<file path="config.mk">
export PLATFORM = sky130hd
export DESIGN_NAME = button_event_gen
export DESIGN_NICKNAME = d
export VERILOG_FILES = /design/src/rtl/button_event_gen.sv
export SDC_FILE = /design/constraint.sdc
export NUM_CORES = 1
export LEC_CHECK = 0
export CORE_UTILIZATION = 52
export DETAILED_ROUTE_END_ITERATION = 16
export PLACE_DENSITY = 0.85
export SLEW_MARGIN = 0
export SYNTH_ARGS = -nofsm -noshare
export SYNTH_HDL_FRONTEND = slang
export SYNTH_SLANG_ARGS = --single-unit
</file>
<file path="constraint.sdc">
create_clock -name clk -period 2.1 [get_ports clk]
set_clock_uncertainty 0.1 [all_clocks]
set_input_delay 0.315 -clock clk [delete_from_list [all_inputs] [get_ports clk]]
set_output_delay 0.315 -clock clk [all_outputs]
set_load 0.05 [all_outputs]
</file>
<file path="src/rtl/button_event_gen.sv">
// button_event_gen: turns a debounced button level into press/release/long-press/repeat pulses plus a held flag
module button_event_gen #(
  parameter int              CNT_W         = 24,
  parameter logic [CNT_W-1:0] LONG_CYCLES   = 24'd5_000_000,
  parameter logic [CNT_W-1:0] REPEAT_CYCLES = 24'd1_000_000
) (
  input  logic clk,
  input  logic rst_n,
  input  logic btn_level,
  input  logic enable,
  output logic press,
  output logic released,
  output logic long_press,
  output logic repeat_tick,
  output logic held
);
  typedef enum logic [1:0] {IDLE, PRESSED, LONG} state_t;
  localparam logic [CNT_W-1:0] LONG_LAST = LONG_CYCLES - 1'b1;
  localparam logic [CNT_W-1:0] REP_LAST  = REPEAT_CYCLES - 1'b1;
  state_t           state, nxt;
  logic [CNT_W-1:0] cnt, cnt_n;
  logic             lvl_q, rise, p_n, r_n, l_n, t_n;
  assign rise = btn_level & ~lvl_q;
  always_comb begin
    nxt   = state;
    cnt_n = cnt;
    p_n   = 1'b0;
    r_n   = 1'b0;
    l_n   = 1'b0;
    t_n   = 1'b0;
    if (!enable) begin
      nxt   = IDLE;
      cnt_n = '0;
    end else begin
      unique case (state)
        IDLE: if (rise) begin
          nxt   = PRESSED;
          cnt_n = '0;
          p_n   = 1'b1;
        end
        PRESSED: begin
          nxt   = !btn_level ? IDLE : (cnt == LONG_LAST) ? LONG : PRESSED;
          r_n   = !btn_level;
          l_n   = btn_level && cnt == LONG_LAST;
          cnt_n = (!btn_level || cnt == LONG_LAST) ? '0 : cnt + 1'b1;
        end
        LONG: begin
          nxt   = btn_level ? LONG : IDLE;
          r_n   = !btn_level;
          t_n   = btn_level && cnt == REP_LAST;
          cnt_n = (!btn_level || cnt == REP_LAST) ? '0 : cnt + 1'b1;
        end
        default: begin
          nxt   = IDLE;
          cnt_n = '0;
        end
      endcase
    end
  end
  always_ff @(posedge clk) begin
    if (!rst_n) begin
      state       <= IDLE;
      cnt         <= '0;
      lvl_q       <= 1'b1;
      press       <= 1'b0;
      released    <= 1'b0;
      long_press  <= 1'b0;
      repeat_tick <= 1'b0;
      held        <= 1'b0;
    end else begin
      state       <= nxt;
      cnt         <= cnt_n;
      lvl_q       <= btn_level;
      press       <= p_n;
      released    <= r_n;
      long_press  <= l_n;
      repeat_tick <= t_n;
      held        <= nxt != IDLE;
    end
  end
endmodule

</file>
Word level (Yosys, flattened, before mapping)
Index checks and enable logic that the tools add are counted.
- bits in registers: 32
- bits of input ports: 4
- output and inout bits: 5
- add/subtract/negate cells: 1
- equality and inequality tests: 5
- mux-type cells: 11
- bitwise operators: 2
- reduce and logical (&&, ||, !) cells: 13
- operator list (kind ; number):
    $mux 24 ; 3
    $pmux 24 s3 ; 1
    $add 24x1->24 const B ; 1
    $eq 24x20->1 const B ; 1
    $eq 24x23->1 const B ; 1
    $reduce_and 3->1 ; 4
    $mux 2 ; 5
    $pmux 2 s3 ; 1
    $eq 2x1->1 const B ; 1
    $eq 2x2->1 const B ; 1
    $logic_and 1x1->1 ; 2
    $logic_not 2->1 ; 1
    $logic_or 1x1->1 ; 2
    $ne 2x2->1 const B ; 1
    $reduce_and 2->1 ; 1
    $reduce_bool 2->1 ; 1
    $reduce_or 2->1 ; 1
    $and 1x1->1 ; 1
    $logic_not 1->1 ; 1
    $mux 1 ; 1
    $not 1->1 ; 1

Longest topological paths before layout
Gate-level depths: netlist of run 1.
- word-level depth: 6
- depth in mapped cells: 8
- mapped depth without buffers: 7

Worst setup path after synthesis of run 1
Ideal clock, no wire load.
- path kind: reg2reg
- start point: register cnt[0]
- end point: register cnt[0]
- data arrival time: 1.829 ns
- path slack: 0.050 ns
- cell stages (with the launch flop): 8
- clock period less this slack: 2.050 ns
- path through: dfxtp_1 > ha_1 > and4_4 > nand4_4 > o31ai_4 > a211oi_2 > buf_2 > mux2_2
- cells in the longest elaborated chain, start to end: 4
- RTL lines (what ; RTL line ; source):
    start: declaration ; 21 ; logic [CNT_W-1:0] cnt, cnt_n;
    start signal: assignment ; 72 ; cnt <= cnt_n;
    parallel branches: the longest is 3 deep, another holds $add 24x1->24 ; n/a ;
    $pmux 24 s3 (*) ; 35 ; unique case (state)
Mark *: on every way between the ends.
A chain may end at the register's enable or synchronous reset.

Worst setup path in the final report of run 1
- start point: register cnt[0]
- end point: register held
- cells in the longest elaborated chain, start to end: 6
- RTL lines (what ; RTL line ; source):
    $eq 24x23->1 ; 42 ; nxt = !btn_level ? IDLE : (cnt == LONG_LAST) ? LONG : PRESSED;
    $mux 2 (2 in a row) ; 42 ;
    $pmux 2 s3 ; 35 ;
    $mux 2 ; 31 ; if (!enable) begin
    $reduce_bool 2->1 ; 78 ; held <= nxt != IDLE;
    end signal: assignment ; 69 ; held <= 1'b0;
    end signal: assignment ; 78 ;
    end: declaration ; 15 ; output logic held
No other way between the ends.

==> impl_metrics.ini, run 1 <==
[run_status]
status = complete, but fails checks
violations = setup timing

[yosys]
yosysWarnings = 0
ys_seq_area_share_pct = 38.99
ys_ff_latch = 32
synth_nets = 200
synth_cell_type_count = 40
mappedNetlistArea_um2 = 1643
synthArstFlopShare_pct = 0
synth-edff-count = 0
ys.flop_type = dfxtp_1
syn_avg_cell_area_um2 = 8.601
syn_inst = 191

[pwr]
worst_ir_drop_vdd_mv = 0.4433
power.leakage_nw = 0.8314
power_mw = 1.198
cellPowerDensity_nw_per_um2 = 563.4

[setup_path]
crit_cells = 6
required_ns = 2.28
path_class = flop to flop
crit_path_max_fanout = 4
worstSetupEndpointType = flop
reg2reg_depth = 6
crit_slowest_cell = or4_4
critPathLaunchType = flop
critPathTopFamily = simple AND/OR/NAND/NOR gates
cp_cell_sequence = ha_4, and4_4, nand4_4, or4_4, a311oi_2, or2_1
path_buf_inv = 0
worstPathArrival_ns = 2.29
cp_slowest_stage_delay_ns = 0.56

[global_routing]
grt_max_degree = 20
overflow = 0
grtUsageTotal_pct = 26.60
grt_pass1_wl_mm = 6.713
first_global_vias = 1514
antenna_found_initial = 0

[timing]
worst_slack_ns = -0.01138
final_hold_viol_count = 0
fin_crit_sh_pct = 100.5
rsz0062_at_grt = true
max_freq_mhz = 473.6
finalSetupViolations = 1
layout_min_cycle_time_ns = 2.111
worstMarginPinSlew_ns = 0.4939
slew_headroom_pct = 66.97
drv_slew = 0

[cts]
cts_sinks = 32
ctsHoldBuffers = 0
cts_root_buf = clkbuf_4
htree_levels = 2
cts_tree = yes
clockBufferDepth = 2
clk_latency_ns = 0.34
clkTransAtPathRegs_ns = 0.10
cts_buffers = 5

[hold_path]
holdPathStages = 2
hp-class = flop to flop

[final_layout]
area_delta_synth_final_pct = 29.40
diodes = 0
final_cells = 274
final_area_um2 = 2126
drive_gt1_share_pct = 24.78
fin_nets = 238
fill_cells = 242

[drt]
drt-wirelength-per-cell_um = 15.16
drtAntennaViolNets = 0
viasPerCell = 5.880
first_pass_iters = 4
remaining_drc_errors = 0
vias = 1611
wirelength_mm = 4.154
drt_iter0_drc = 55

[floorplan]
start_util_pct = 54.26
io_pins = 9
core_area_um2 = 3028
rows = 20
die_h_um = 58.21
fp.dieArea_um2 = 3388
die_w_um = 58.21

[placement]
dp.cells = 261
routabilityCongestion = 0.8168
place_hpwl_mm = 2.753
place_ws_ns = -0.1691
dpl-instance-area_um2 = 1953
io_buffer_count = 8

[run]
cap_violations = 0
[timing repair]
item	CTS	global route
setup buffers	1	4
pin swaps	4	5
resized for setup	5	4
setup endpoints to repair	3	12
[cells in the final DEF, fill, tap and decap left out, types with 3 or more instances in the layout]
| cell type | instances |
|---|---|
| clkdlybuf4s50_1 | 8 |
| ha_1 | 4 |
| inv_1 | 4 |
| dfxtp_1 | 30 |
| nor3_1 | 7 |
| nand4_1 | 6 |
| buf_4 | 27 |
| and2_1 | 7 |
| a22o_1 | 6 |
| o21a_1 | 3 |
| nor2_1 | 7 |
| xnor2_1 | 4 |
| nand2b_1 | 4 |
| a31oi_1 | 10 |
| nand3_1 | 11 |
| nand2_1 | 31 |
| and3_1 | 4 |
| o21ai_0 | 6 |
| a21oi_1 | 12 |
| clkbuf_4 | 5 |
[power breakdown]
part	switching, mW	total [mW]	internal (mW)
combinational	0.0310	0.0570	0.0260
sequential	0.000984	0.610	0.609
clock	0.215	0.531	0.316
total	0.247	1.20	0.951
[path summary, 6_finish.rpt]
check,startpoint,end,slack (ns)
worst max register to register,cnt[0],held,-0.01
worst min-delay path,cnt[21],cnt[21],0.40
worst max-delay path,cnt[0],held,-0.01
worst min register to register,cnt[21],cnt[21],0.40
[synthesized netlist by cell type (3+ instances only)]
library cell	n	area [um^2]
inv_1	4	15.01
a31oi_1	10	62.56
nand3_1	12	60.06
nand4_1	6	37.54
dfxtp_1	32	640.6
clkbuf_1	4	15.01
a22o_1	6	52.55
o21a_1	3	22.52
nor3_1	7	35.03
nand2b_1	4	25.02
nand2_1	31	116.4
and2_1	7	43.79
ha_1	5	62.56
and3_1	4	25.02
nor2_1	8	30.03
o21ai_0	6	30.03
xnor2_1	4	35.03
a21oi_1	12	60.06
[tightest hold or removal path: cells and delay by family (launching register included)]
kind | cells | cell delay [ns]
flops | 1 | 0.35
simple gates | 2 | 0.11
[stage by stage]
stage	util (%)	setup TNS [ns]	hold WS, ns
floorplan	-	0	0.2874
global placement	64.50	-0.05839	0.3758
detailed placement	64.50	-1.161	0.3670
CTS	68.51	-0.04822	0.3799
global route	70.21	-0.1857	0.4190
finish	70.21	-0.01138	0.3964
[state kept, by name (all words and copies together) (netlist names)]
register     count
cnt             24
state            2
held             1
long_press       1
lvl_q            1
press            1
released         1
repeat_tick      1
[area by class of cell]
class                      instances  area, um^2  area share [%]
clock buffer                       7       65.06           3.061
clock inverter                     1       30.03           1.413
inverter                           4       15.01          0.7063
multi-input combinational        149        1003           47.20
sequential                        32       643.1           30.25
tap                               44       55.05           2.590
timing repair buffer              37       314.1           14.77
[logic make-up after synthesis]
family | synth area share (%)
simple gates | 29.63
compound gates | 21.17
flops | 38.99
buf+inv | 2.437
xor+xnor | 2.666
fa+ha+maj | 3.808
mux | 1.295
[layer usage]
layer	global-route usage, %	part of all wire [%]	vias up
li1	-	-	779
met1	30.65	42	755
met2	45.16	49	61
met3	8.482	5.1	16
met4	11.56	3.4	0
met5	0	0	-
No activity file was read; power rests on OpenSTA's default activity.
==> inputs of run 2 (changes only) <==
--- a/config.mk
+++ b/config.mk
@@ -6,7 +6,9 @@
 export NUM_CORES = 1
 export LEC_CHECK = 0
 export CORE_UTILIZATION = 52
+export CTS_CLUSTER_SIZE = 40
 export DETAILED_ROUTE_END_ITERATION = 16
+export HOLD_SLACK_MARGIN = 0.15
 export PLACE_DENSITY = 0.85
 export SLEW_MARGIN = 0
 export SYNTH_ARGS = -nofsm -noshare
==> results of run 2 <==
No change in the layout: final DEF, timing and power equal those of run 1.
==> inputs of run 3 (changes only) <==
--- a/config.mk
+++ b/config.mk
@@ -5,7 +5,7 @@
 export SDC_FILE = /design/constraint.sdc
 export NUM_CORES = 1
 export LEC_CHECK = 0
-export CORE_UTILIZATION = 52
+export CORE_UTILIZATION = 55
 export CTS_CLUSTER_SIZE = 40
 export DETAILED_ROUTE_END_ITERATION = 16
 export HOLD_SLACK_MARGIN = 0.15
==> constraint.sdc (replaced) <==
create_clock -name clk -period 2.56 [get_ports clk]
set_clock_uncertainty 0.1 [all_clocks]
set_input_delay 0.384 -clock clk [delete_from_list [all_inputs] [get_ports clk]]
set_output_delay 0.384 -clock clk [all_outputs]
set_load 0.05 [all_outputs]
==> run 3 against run 2 <==
  * Highest routed layer unchanged
  * Core utilization fell by 3.5 points
  * The run now ends clean
  * Count of clock-buffer cells in the layout fell by 2
  * Power fell by 22%
  * First-iteration DRC count rose by 140%
  * Design area fell by 13%
  * Register-to-register slack improved by 0.29 ns
==> impl_metrics.ini, run 3 (synthesis gave the netlist of run 1 again) <==
[cts]
cts_tree = yes
cts_buffers = 5
htree_levels = 2
clockBufferDepth = 2
cts_root_buf = clkbuf_4
ctsHoldBuffers = 0
clk_latency_ns = 0.35
cts_resized = 0
cts_post_setup_buffers_inserted = 0
clkTransAtPathRegs_ns = 0.11
cts_sinks = 32

[global_routing]
grt_max_degree = 18
first_global_vias = 1365
overflow = 0
grt_pass1_wl_mm = 6.078
antenna_found_initial = 0
grtUsageTotal_pct = 24.59

[final_layout]
final_common_cell = dfxtp_1
reg.largest.list = cnt (24), state (2)
layout_common_cells = dfxtp_1 (32), nand2_1 (31), nand3_1 (12), a21oi_1 (12), a31oi_1 (10)
fin_nets = 214
fill_cells = 230
area_delta_synth_final_pct = 12.87
final_area_um2 = 1854
multi_input_area_um2 = 962.2
drive_gt1_share_pct = 12.62
final_cells = 237
post-route-util_pct = 66.67
top_register = cnt
regArea_um2 = 640.6
largest_register_ffs = 24
diodes = 0

[placement]
place_hpwl_mm = 2.593
dpl-instance-area_um2 = 1774
place_ws_ns = 0.2106
dp.cells = 229
routabilityCongestion = 0.8288
io_buffer_count = 8

[timing]
rsz0062_at_grt = false
fin_crit_sh_pct = 88.94
worst_slack_ns = 0.2832
finalSetupViolations = 0
worstMarginPinSlew_ns = 0.7506
max_freq_mhz = 439.2
drv_slew = 0
layout_min_cycle_time_ns = 2.277
fin_hold_ws_ns = 0.3930
final_hold_viol_count = 0
fin_setup_tns_ns = 0
slew_headroom_pct = 49.77

[setup_path]
crit_path_max_fanout = 17
required_ns = 2.68
worstSetupEndpointType = flop
path_class = flop to flop
worstPathArrival_ns = 2.39
critPathLaunchType = flop

[hold_path]
hp-class = flop to flop

[run_status]
status = finished clean

[floorplan]
die_h_um = 56.66
rows = 19
start_util_pct = 59.06
io_pins = 9
core_area_um2 = 2781
die_w_um = 56.66
fp.dieArea_um2 = 3210

[drt]
drt_iter0_drc = 134
vias = 1502
viasPerCell = 6.338
drt-wirelength-per-cell_um = 14.93
wirelength_mm = 3.538
remaining_drc_errors = 0
first_pass_iters = 4
drtAntennaViolNets = 0

[pwr]
power_mw = 0.9292
power.leakage_nw = 0.6958
worst_ir_drop_vdd_mv = 0.5357
cellPowerDensity_nw_per_um2 = 501.1

[run]
cap_violations = 0
[run 3: changes by cell type in the layout (fill, tap and decap cells not counted), moves of 2 or more]
cell      change
clkbuf_8      -2
buf_4        -22
dfxtp_2       -2
dfxtp_1       +2
[run 3: where the power goes]
group / total, mW / switching, mW / internal [mW]
clock network: 0.393 / 0.190 / 0.204
registers: 0.500 / 0.000678 / 0.500
logic: 0.0358 / 0.0218 / 0.0139
total: 0.929 / 0.212 / 0.717
[run 3: area by class of cell]
cell class / instances / share of cell area, %
tap: 31 / 2.092
timing repair buffer: 13 / 6.343
clock buffer: 5 / 2.024
sequential: 32 / 34.55
multi-input combinational: 149 / 51.89
inverter: 4 / 0.8097
clock inverter: 3 / 2.294
[run 3: layer usage]
layer,GRT usage [%],wire (um)
met5,0,0
met4,11.85,49
met3,5.069,199
met2,39.83,1668
met1,31.01,1620
[run 3: critical path, cell delays in order (launching register included)]
cell and delay, ns:
dfxtp_1 0.39, ha_1 0.23, and4_4 0.28, nand4_4 0.15, o31ai_4 0.35, a211oi_2 0.13, buf_4 0.21, a41oi_1 0.24
a31oi_1 0.07
[run 3: final timing paths]
path | from | endpoint | slack (ns) | cells after the start
hold reg to reg | cnt[23] | cnt[23] | 0.39 | 2
setup reg to reg | cnt[0] | cnt[10] | 0.28 | 8
setup / recovery | cnt[0] | cnt[10] | 0.28 | 8
hold / removal | cnt[23] | cnt[23] | 0.39 | 2
